$ cat src/rtl/pipelined_control_unit_if.sv
// Handshake and control-word bundle between the fetch stage, the
// pipelined control unit and the execute/memory datapath.
// Optional macro PCU_ILLEGAL_TRAP_EN adds the `illegal` flag.
interface pipelined_control_unit_if #(
   parameter int OPCODE_W   = 6,
   parameter int ALU_CTRL_W = 5
);
   logic                  in_valid;
   logic                  in_ready;
   logic [OPCODE_W-1:0]   opcode;
   logic                  out_valid;
   logic                  out_ready;
   logic [ALU_CTRL_W-1:0] alu_control;
   logic [1:0]            imm_src;
   logic [1:0]            mem_to_reg;
   logic                  mem_write;
   logic                  reg_write;
   logic                  pc_src;
   logic                  alu_src;
`ifdef PCU_ILLEGAL_TRAP_EN
   logic                  illegal;

   modport master (
      output in_valid, opcode, out_ready,
      input  in_ready, out_valid, alu_control, imm_src, mem_to_reg,
             mem_write, reg_write, pc_src, alu_src, illegal
   );

   modport slave (
      input  in_valid, opcode, out_ready,
      output in_ready, out_valid, alu_control, imm_src, mem_to_reg,
             mem_write, reg_write, pc_src, alu_src, illegal
   );
`else
   modport master (
      output in_valid, opcode, out_ready,
      input  in_ready, out_valid, alu_control, imm_src, mem_to_reg,
             mem_write, reg_write, pc_src, alu_src
   );

   modport slave (
      input  in_valid, opcode, out_ready,
      output in_ready, out_valid, alu_control, imm_src, mem_to_reg,
             mem_write, reg_write, pc_src, alu_src
   );
`endif
endinterface

$ cat src/rtl/pipelined_control_unit.sv
// Registered opcode decoder with valid/ready handshakes on both sides.
// MUL/MULI hold the unit for MUL_CYCLES cycles; flush drops whatever is in
// flight. Optional macro PCU_ILLEGAL_TRAP_EN adds a sticky `illegal` flag.
//
//   state    | meaning
//   ---------+-----------------------------------------------------------
//   IDLE     | can accept an opcode when the output slot is free/draining
//   MUL_WAIT | multiply in progress, counter running down to zero
module pipelined_control_unit #(
   parameter int OPCODE_W   = 6,
   parameter int ALU_CTRL_W = 5,
   parameter int MUL_CYCLES = 3
) (
   input logic clk,
   input logic rst,
   input logic flush,
   pipelined_control_unit_if.slave bus
);

   typedef enum logic [0:0] {IDLE, MUL_WAIT} state_t;

   typedef struct packed {
      logic [ALU_CTRL_W-1:0] alu_control;
      logic [1:0]            imm_src;
      logic [1:0]            mem_to_reg;
      logic                  mem_write;
      logic                  reg_write;
      logic                  pc_src;
      logic                  alu_src;
   } ctrl_t;

   // A single-cycle multiply needs no wait state at all.
   localparam bit MUL_SKIP = (MUL_CYCLES == 1);
   localparam logic [3:0] MUL_LOAD = 4'(MUL_CYCLES - 1);

   state_t     state;
   logic [3:0] cnt;
   ctrl_t      word;
   ctrl_t      pend;
   logic       out_valid_q;
   ctrl_t      dec;
   logic       legal;
   logic       is_mul;
   logic [5:0] op;
   logic       upper_zero;
   logic       in_ready_c;
   logic       accept;
   logic       consume;

   assign op         = bus.opcode[5:0];
   assign upper_zero = ((bus.opcode >> 6) == '0);

   // Legality check and field decode of the presented opcode.
   always_comb begin
      legal = 1'b0;
      case (op)
         6'b000000, 6'b000001, 6'b001001, 6'b000010, 6'b001010,
         6'b000011, 6'b001011, 6'b000100, 6'b001100,
         6'b010001, 6'b011001, 6'b010010, 6'b011010, 6'b010011, 6'b010100,
         6'b101001, 6'b101010, 6'b101011,
         6'b111000, 6'b111001, 6'b111010, 6'b111011,
         6'b111100, 6'b111101, 6'b111110: legal = upper_zero;
         default:                         legal = 1'b0;
      endcase

      is_mul = legal && (op[5:4] == 2'b00) && (op[2:0] == 3'b011);

      dec = '0;
      if (legal) begin
         dec.alu_control = ALU_CTRL_W'({op[5:4], op[2:0]});
         // Immediate, memory and jump forms carry their format in the group bits.
         dec.imm_src     = (op[3] || op[5]) ? op[5:4] : 2'b00;
         dec.alu_src     = op[3] || op[5];
         if ((op[5:4] == 2'b00) && (op[2:0] == 3'b100))
            dec.mem_to_reg = 2'b10;
         else if (op == 6'b101001)
            dec.mem_to_reg = 2'b01;
         dec.mem_write   = (op == 6'b101011);
         dec.reg_write   = ((op[5:4] == 2'b00) && (op != 6'b000000)) ||
                           (op[5:4] == 2'b01) ||
                           (op == 6'b101001) || (op == 6'b101010);
         dec.pc_src      = (op[5:4] == 2'b11);
      end
   end

   assign in_ready_c = !rst && (state == IDLE) && (!out_valid_q || bus.out_ready) && !flush;
   assign accept     = bus.in_valid && in_ready_c;
   assign consume    = out_valid_q && bus.out_ready;

   // Control FSM, multiply counter and output register.
   always_ff @(posedge clk) begin
      if (rst) begin
         state       <= IDLE;
         cnt         <= '0;
         word        <= '0;
         pend        <= '0;
         out_valid_q <= 1'b0;
`ifdef PCU_ILLEGAL_TRAP_EN
         bus.illegal <= 1'b0;
`endif
      end else if (flush) begin
         state       <= IDLE;
         cnt         <= '0;
         word        <= '0;
         out_valid_q <= 1'b0;
`ifdef PCU_ILLEGAL_TRAP_EN
         bus.illegal <= 1'b0;
`endif
      end else begin
         case (state)
            IDLE: begin
               if (accept) begin
`ifdef PCU_ILLEGAL_TRAP_EN
                  bus.illegal <= !legal;
`endif
                  if (is_mul && !MUL_SKIP) begin
                     // Acceptance implies the old word drains this edge.
                     pend        <= dec;
                     cnt         <= MUL_LOAD;
                     state       <= MUL_WAIT;
                     word        <= '0;
                     out_valid_q <= 1'b0;
                  end else begin
                     word        <= dec;
                     out_valid_q <= 1'b1;
                  end
               end else if (consume) begin
                  word        <= '0;
                  out_valid_q <= 1'b0;
               end
            end
            MUL_WAIT: begin
               if (cnt == 4'd0) begin
                  word        <= pend;
                  out_valid_q <= 1'b1;
                  state       <= IDLE;
               end else begin
                  cnt <= cnt - 4'd1;
               end
            end
            default: state <= IDLE;
         endcase
      end
   end

   assign bus.in_ready    = in_ready_c;
   assign bus.out_valid   = out_valid_q;
   assign bus.alu_control = word.alu_control;
   assign bus.imm_src     = word.imm_src;
   assign bus.mem_to_reg  = word.mem_to_reg;
   assign bus.mem_write   = word.mem_write;
   assign bus.reg_write   = word.reg_write;
   assign bus.pc_src      = word.pc_src;
   assign bus.alu_src     = word.alu_src;

endmodule

$ cat src/flat_wrapper.sv
// flat-port wrapper written by rule: the top's interface ports become plain ports
module pipelined_control_unit_flat 
#(
   parameter int OPCODE_W   = 6,
   parameter int ALU_CTRL_W = 5,
   parameter int MUL_CYCLES = 3
)
  (clk, rst, flush, bus_in_valid, bus_opcode, bus_out_ready, bus_in_ready, bus_out_valid, bus_alu_control, bus_imm_src, bus_mem_to_reg, bus_mem_write, bus_reg_write, bus_pc_src, bus_alu_src);
  pipelined_control_unit_if #(.OPCODE_W(OPCODE_W), .ALU_CTRL_W(ALU_CTRL_W)) bus_i ();
  input logic clk;
  input logic rst;
  input logic flush;
  input wire logic [$bits(bus_i.in_valid)-1:0] bus_in_valid;
  input wire logic [$bits(bus_i.opcode)-1:0] bus_opcode;
  input wire logic [$bits(bus_i.out_ready)-1:0] bus_out_ready;
  output wire logic [$bits(bus_i.in_ready)-1:0] bus_in_ready;
  output wire logic [$bits(bus_i.out_valid)-1:0] bus_out_valid;
  output wire logic [$bits(bus_i.alu_control)-1:0] bus_alu_control;
  output wire logic [$bits(bus_i.imm_src)-1:0] bus_imm_src;
  output wire logic [$bits(bus_i.mem_to_reg)-1:0] bus_mem_to_reg;
  output wire logic [$bits(bus_i.mem_write)-1:0] bus_mem_write;
  output wire logic [$bits(bus_i.reg_write)-1:0] bus_reg_write;
  output wire logic [$bits(bus_i.pc_src)-1:0] bus_pc_src;
  output wire logic [$bits(bus_i.alu_src)-1:0] bus_alu_src;
  assign bus_i.in_valid = bus_in_valid;
  assign bus_i.opcode = bus_opcode;
  assign bus_i.out_ready = bus_out_ready;
  assign bus_in_ready = bus_i.in_ready;
  assign bus_out_valid = bus_i.out_valid;
  assign bus_alu_control = bus_i.alu_control;
  assign bus_imm_src = bus_i.imm_src;
  assign bus_mem_to_reg = bus_i.mem_to_reg;
  assign bus_mem_write = bus_i.mem_write;
  assign bus_reg_write = bus_i.reg_write;
  assign bus_pc_src = bus_i.pc_src;
  assign bus_alu_src = bus_i.alu_src;
  pipelined_control_unit #(.OPCODE_W(OPCODE_W), .ALU_CTRL_W(ALU_CTRL_W), .MUL_CYCLES(MUL_CYCLES)) u_core (.clk(clk), .rst(rst), .flush(flush), .bus(bus_i));
endmodule
$ cat config.mk
export PLATFORM = sky130hd
export DESIGN_NAME = pipelined_control_unit_flat
export DESIGN_NICKNAME = d
export VERILOG_FILES = /design/src/rtl/pipelined_control_unit_if.sv /design/src/rtl/pipelined_control_unit.sv /design/src/flat_wrapper.sv
export SDC_FILE = /design/constraint.sdc
export NUM_CORES = 1
export LEC_CHECK = 0
export BUFFER_PORTS_ARGS = -buffer_cell sky130_fd_sc_hd__buf_4
export CAP_MARGIN = 20
export CORE_AREA = 2 2 58 60
export CTS_CLUSTER_DIAMETER = 40
export DETAILED_ROUTE_END_ITERATION = 10
export DIE_AREA = 0 0 60 62
export PLACE_DENSITY = 0.67
export REMOVE_ABC_BUFFERS = 1
export SETUP_SLACK_MARGIN = 0.3
export SLEW_MARGIN = 0
export SYNTH_ARGS = -nofsm -noshare
export SYNTH_HDL_FRONTEND = slang
export SYNTH_SLANG_ARGS = --single-unit
$ cat constraint.sdc
create_clock -name clk -period 2 [get_ports clk]
set_input_delay 0.4 -clock clk [delete_from_list [all_inputs] [get_ports clk]]
set_output_delay 0.4 -clock clk [all_outputs]
set_load 0.005 [all_outputs]
==> results.cfg <==
[detailed_routing]
drt-total-wl_mm = 3.540
drt_iter0_markers = 148
via_per_inst = 5.444
via_count = 1350
wire_per_inst_um = 14.27
drc = 0
ant_nets = 0
drt-pass1-iter-count = 4

[final_layout]
diodes = 0
regArea_um2 = 641.9
regMostFlops = u_core.pend
fill_cells = 299
finalInstanceArea_mm2 = 0.001815
multi_input_area_um2 = 760.7
stdcell_count = 248
synthToLayoutAreaGrowth_pct = 23.17
fin_nets = 213
largest_reg_flops = 13
drive_above_1_share = 0.2525

[floorplan]
die_w_um = 60
design.die.area_mm2 = 0.003720
num_rows = 21
start_util = 0.4636
io-pin-count = 26
coreArea_mm2 = 0.003179
die_height_um = 62

[grt]
grt_pass1_wl_mm = 5.278
grt_max_degree = 20
grt-ovfl-total = 0
grt_pass1_vias = 1116
grt.total_usage = 0.1973
antenna_found_initial = 0

[min_path]
hp-class = in2reg

[setup_path]
worstPathArrival_ps = 1870
worstPathCellList = inv_1 > ha_1 > inv_1 > o31a_1 > a21oi_2 > buf_6 > and2_1 > a21oi_1
start_kind = register
cpPeakStageDelay_ps = 350
crit_path_top_delay_cell = dfxtp_1
cp.required_ps = 2240
reg2reg_from = u_core.cnt[0]
regToRegSetupSlack_ps = 360
path_max_fanout = 19
crit_path_end = u_core.bus.imm_src[1]
worstRegToRegCells = 8
rr_endpoint = u_core.bus.imm_src[1]
path_class = reg2reg
crit_top_cell = inv_1
crit_path_end_kind = register
setup.worst_path.start = u_core.cnt[0]

[power]
peakVddDrop_mv = 0.3866
powerDensity_mw_per_mm2 = 648.8
p_leak_uw = 0.0007208
p_comb_frac = 0.116
p_switching_uw = 302.2
clkPwrFrac = 0.333
swShare = 0.2566
p_int_uw = 875.7
seqPwrFrac = 0.551
finalPower_uw = 1178

[logic_synthesis]
ys_types = 43
synth.most_common_cell = dfxtp_1
synth_fa_ha_area_frac = 0.008489
synth_top_area_frac = 0.4346
synth.area.mux_share = 0.01358
syn_area_mm2 = 0.001474
synth.yosys.seq_area_share = 0.4346
synth_edf_count = 0
yosys_register_bits = 32
synthArstFlopShare = 0
synth_compound_area_frac = 0.2649
ys_warn_count = 0
synth_commonest_cells = 32 x dfxtp_1, 22 x nor2_1, 19 x a21oi_1, 11 x and2_1, 9 x o21ai_0
synth.area.top_cells = dfxtp_1 43%, a21oi_1 6.5%, nor2_1 5.6%, and2_1 4.7%, a32oi_1 4.2%
yosysTopAreaCell = dfxtp_1
postSynthCellCount = 171
synth_top_flop_cell = dfxtp_1
syn_area_per_cell_um2 = 8.619
synth_top_family_by_area = compound AO/OA/AOI/OAI gates
synth_xor_area_frac = 0.01188
synthSimpleGateAreaFrac = 0.2097

[placed_design]
port_buffers = 25
placed_area_mm2 = 0.001737
place_inst = 240
place_hpwl_mm = 2.564
gp_congestion = 0.8369

[clock_tree]
hold_buffers = 0
cts_sinks = 32
h-tree-depth = 2
clk_latency_ps = 340
cts.clk_slew.worst_paths_ps = 100
cts_buffer_depth = 2
root_buffer = clkbuf_4
numCtsBuffers = 5
cts_tree = done

[run_status]
outcome = finished, final reports clean

[sta]
finalHoldViolCount = 0
worst_slew_pin_slew_ps = 381.6
setup_viol_count_final = 0
period_minus_slack_ps = 1636
finalSetupTns_ps = 0
fin_skew_ps = 6.594
whs_ps = 259.1
grt_setup_unrepaired = yes
slew_viol_final = 0
period_share = 0.8179
slew_headroom = 0.7446
max_freq_mhz = 611.3

[flow_run]
drv_cap = 0
## kinds of logic (layout without fill, tap and decap cells)
family,after synthesis,in the layout
simple gates,60,60
buf+inv,19,50
xor+xnor,2,2
mux,2,2
compound gates,55,55
flops,32,32
fa+ha+maj,1,1
## worst min-delay path by stage
stage / from / to / slack (ps) / cells after the start
global route: rst / u_core.pend[0] / 240 / 2
CTS: rst / u_core.pend[9] / 240 / 2
floorplan: u_core.pend[10] / u_core.pend[10] / 430 / 1
detailed placement: u_core.pend[12] / u_core.pend[12] / 440 / 1
global placement: u_core.pend[3] / u_core.pend[3] / 450 / 1
finish: rst / u_core.pend[9] / 260 / 2
## critical path: cells and delay by family (launching register included)
family / cells / cell delay (ps)
flip-flops: 1 / 350
adder cells (fa/ha/maj): 1 / 170
AO/OA/AOI/OAI: 3 / 540
buffers and inverters: 3 / 310
AND/OR/NAND/NOR: 1 / 170
## metal layers
metal  vias to the layer above  wire length [µm]  GRT usage
met5                         -                 0          0
met4                         0                71    0.09524
met3                         9               181    0.06211
met2                        35              1628     0.3075
met1                       631              1659     0.2487
li1                        675                 -          -
## area by class of cell
type,count,share of cell area
clock buffers,7,0.03032
clock inverters,1,0.004135
inverters,7,0.01447
multi-input cells,120,0.4190
flip-flops and latches,32,0.3535
well taps,46,0.03170
repair buffers,35,0.1468
## power by group through the flow
| stage | Sequential (µW) | Clock, µW | Combinational, µW |
|---|---|---|---|
| after floorplan | 664 | 0 | 58.3 |
| final | 649 | 393 | 136 |
| after CTS | 649 | 404 | 133 |
| after global placement | 663 | 0 | 129 |
| after detailed placement | 663 | 0 | 133 |
| after global routing | 650 | 429 | 148 |
## through the flow
step           utilization  setup slack [ps]
3_3_place_gp        0.5462             24.15
4_1_cts             0.5659             311.2
6_report            0.5710             364.1
2_1_floorplan            -            -334.7
3_5_place_dp        0.5462            -42.01
5_1_grt             0.5710             232.3
## repair_timing
action | in CTS | in global routing
gates resized for setup | 0 | 5
setup buffers | 0 | 0
endpoints found under the setup margin | 0 | 14
## cells in the final DEF, fill, tap and decap left out, types with 6 or more instances in the layout
cell,Yosys,final
buf_4,1,34
dfxtp_1,32,31
nor2_1,22,22
a21oi_1,19,17
and2_1,11,11
o21ai_0,9,9
inv_1,7,7
a32oi_1,7,7
nand2_1,6,6
No activity file was read; power rests on OpenSTA's default activity.
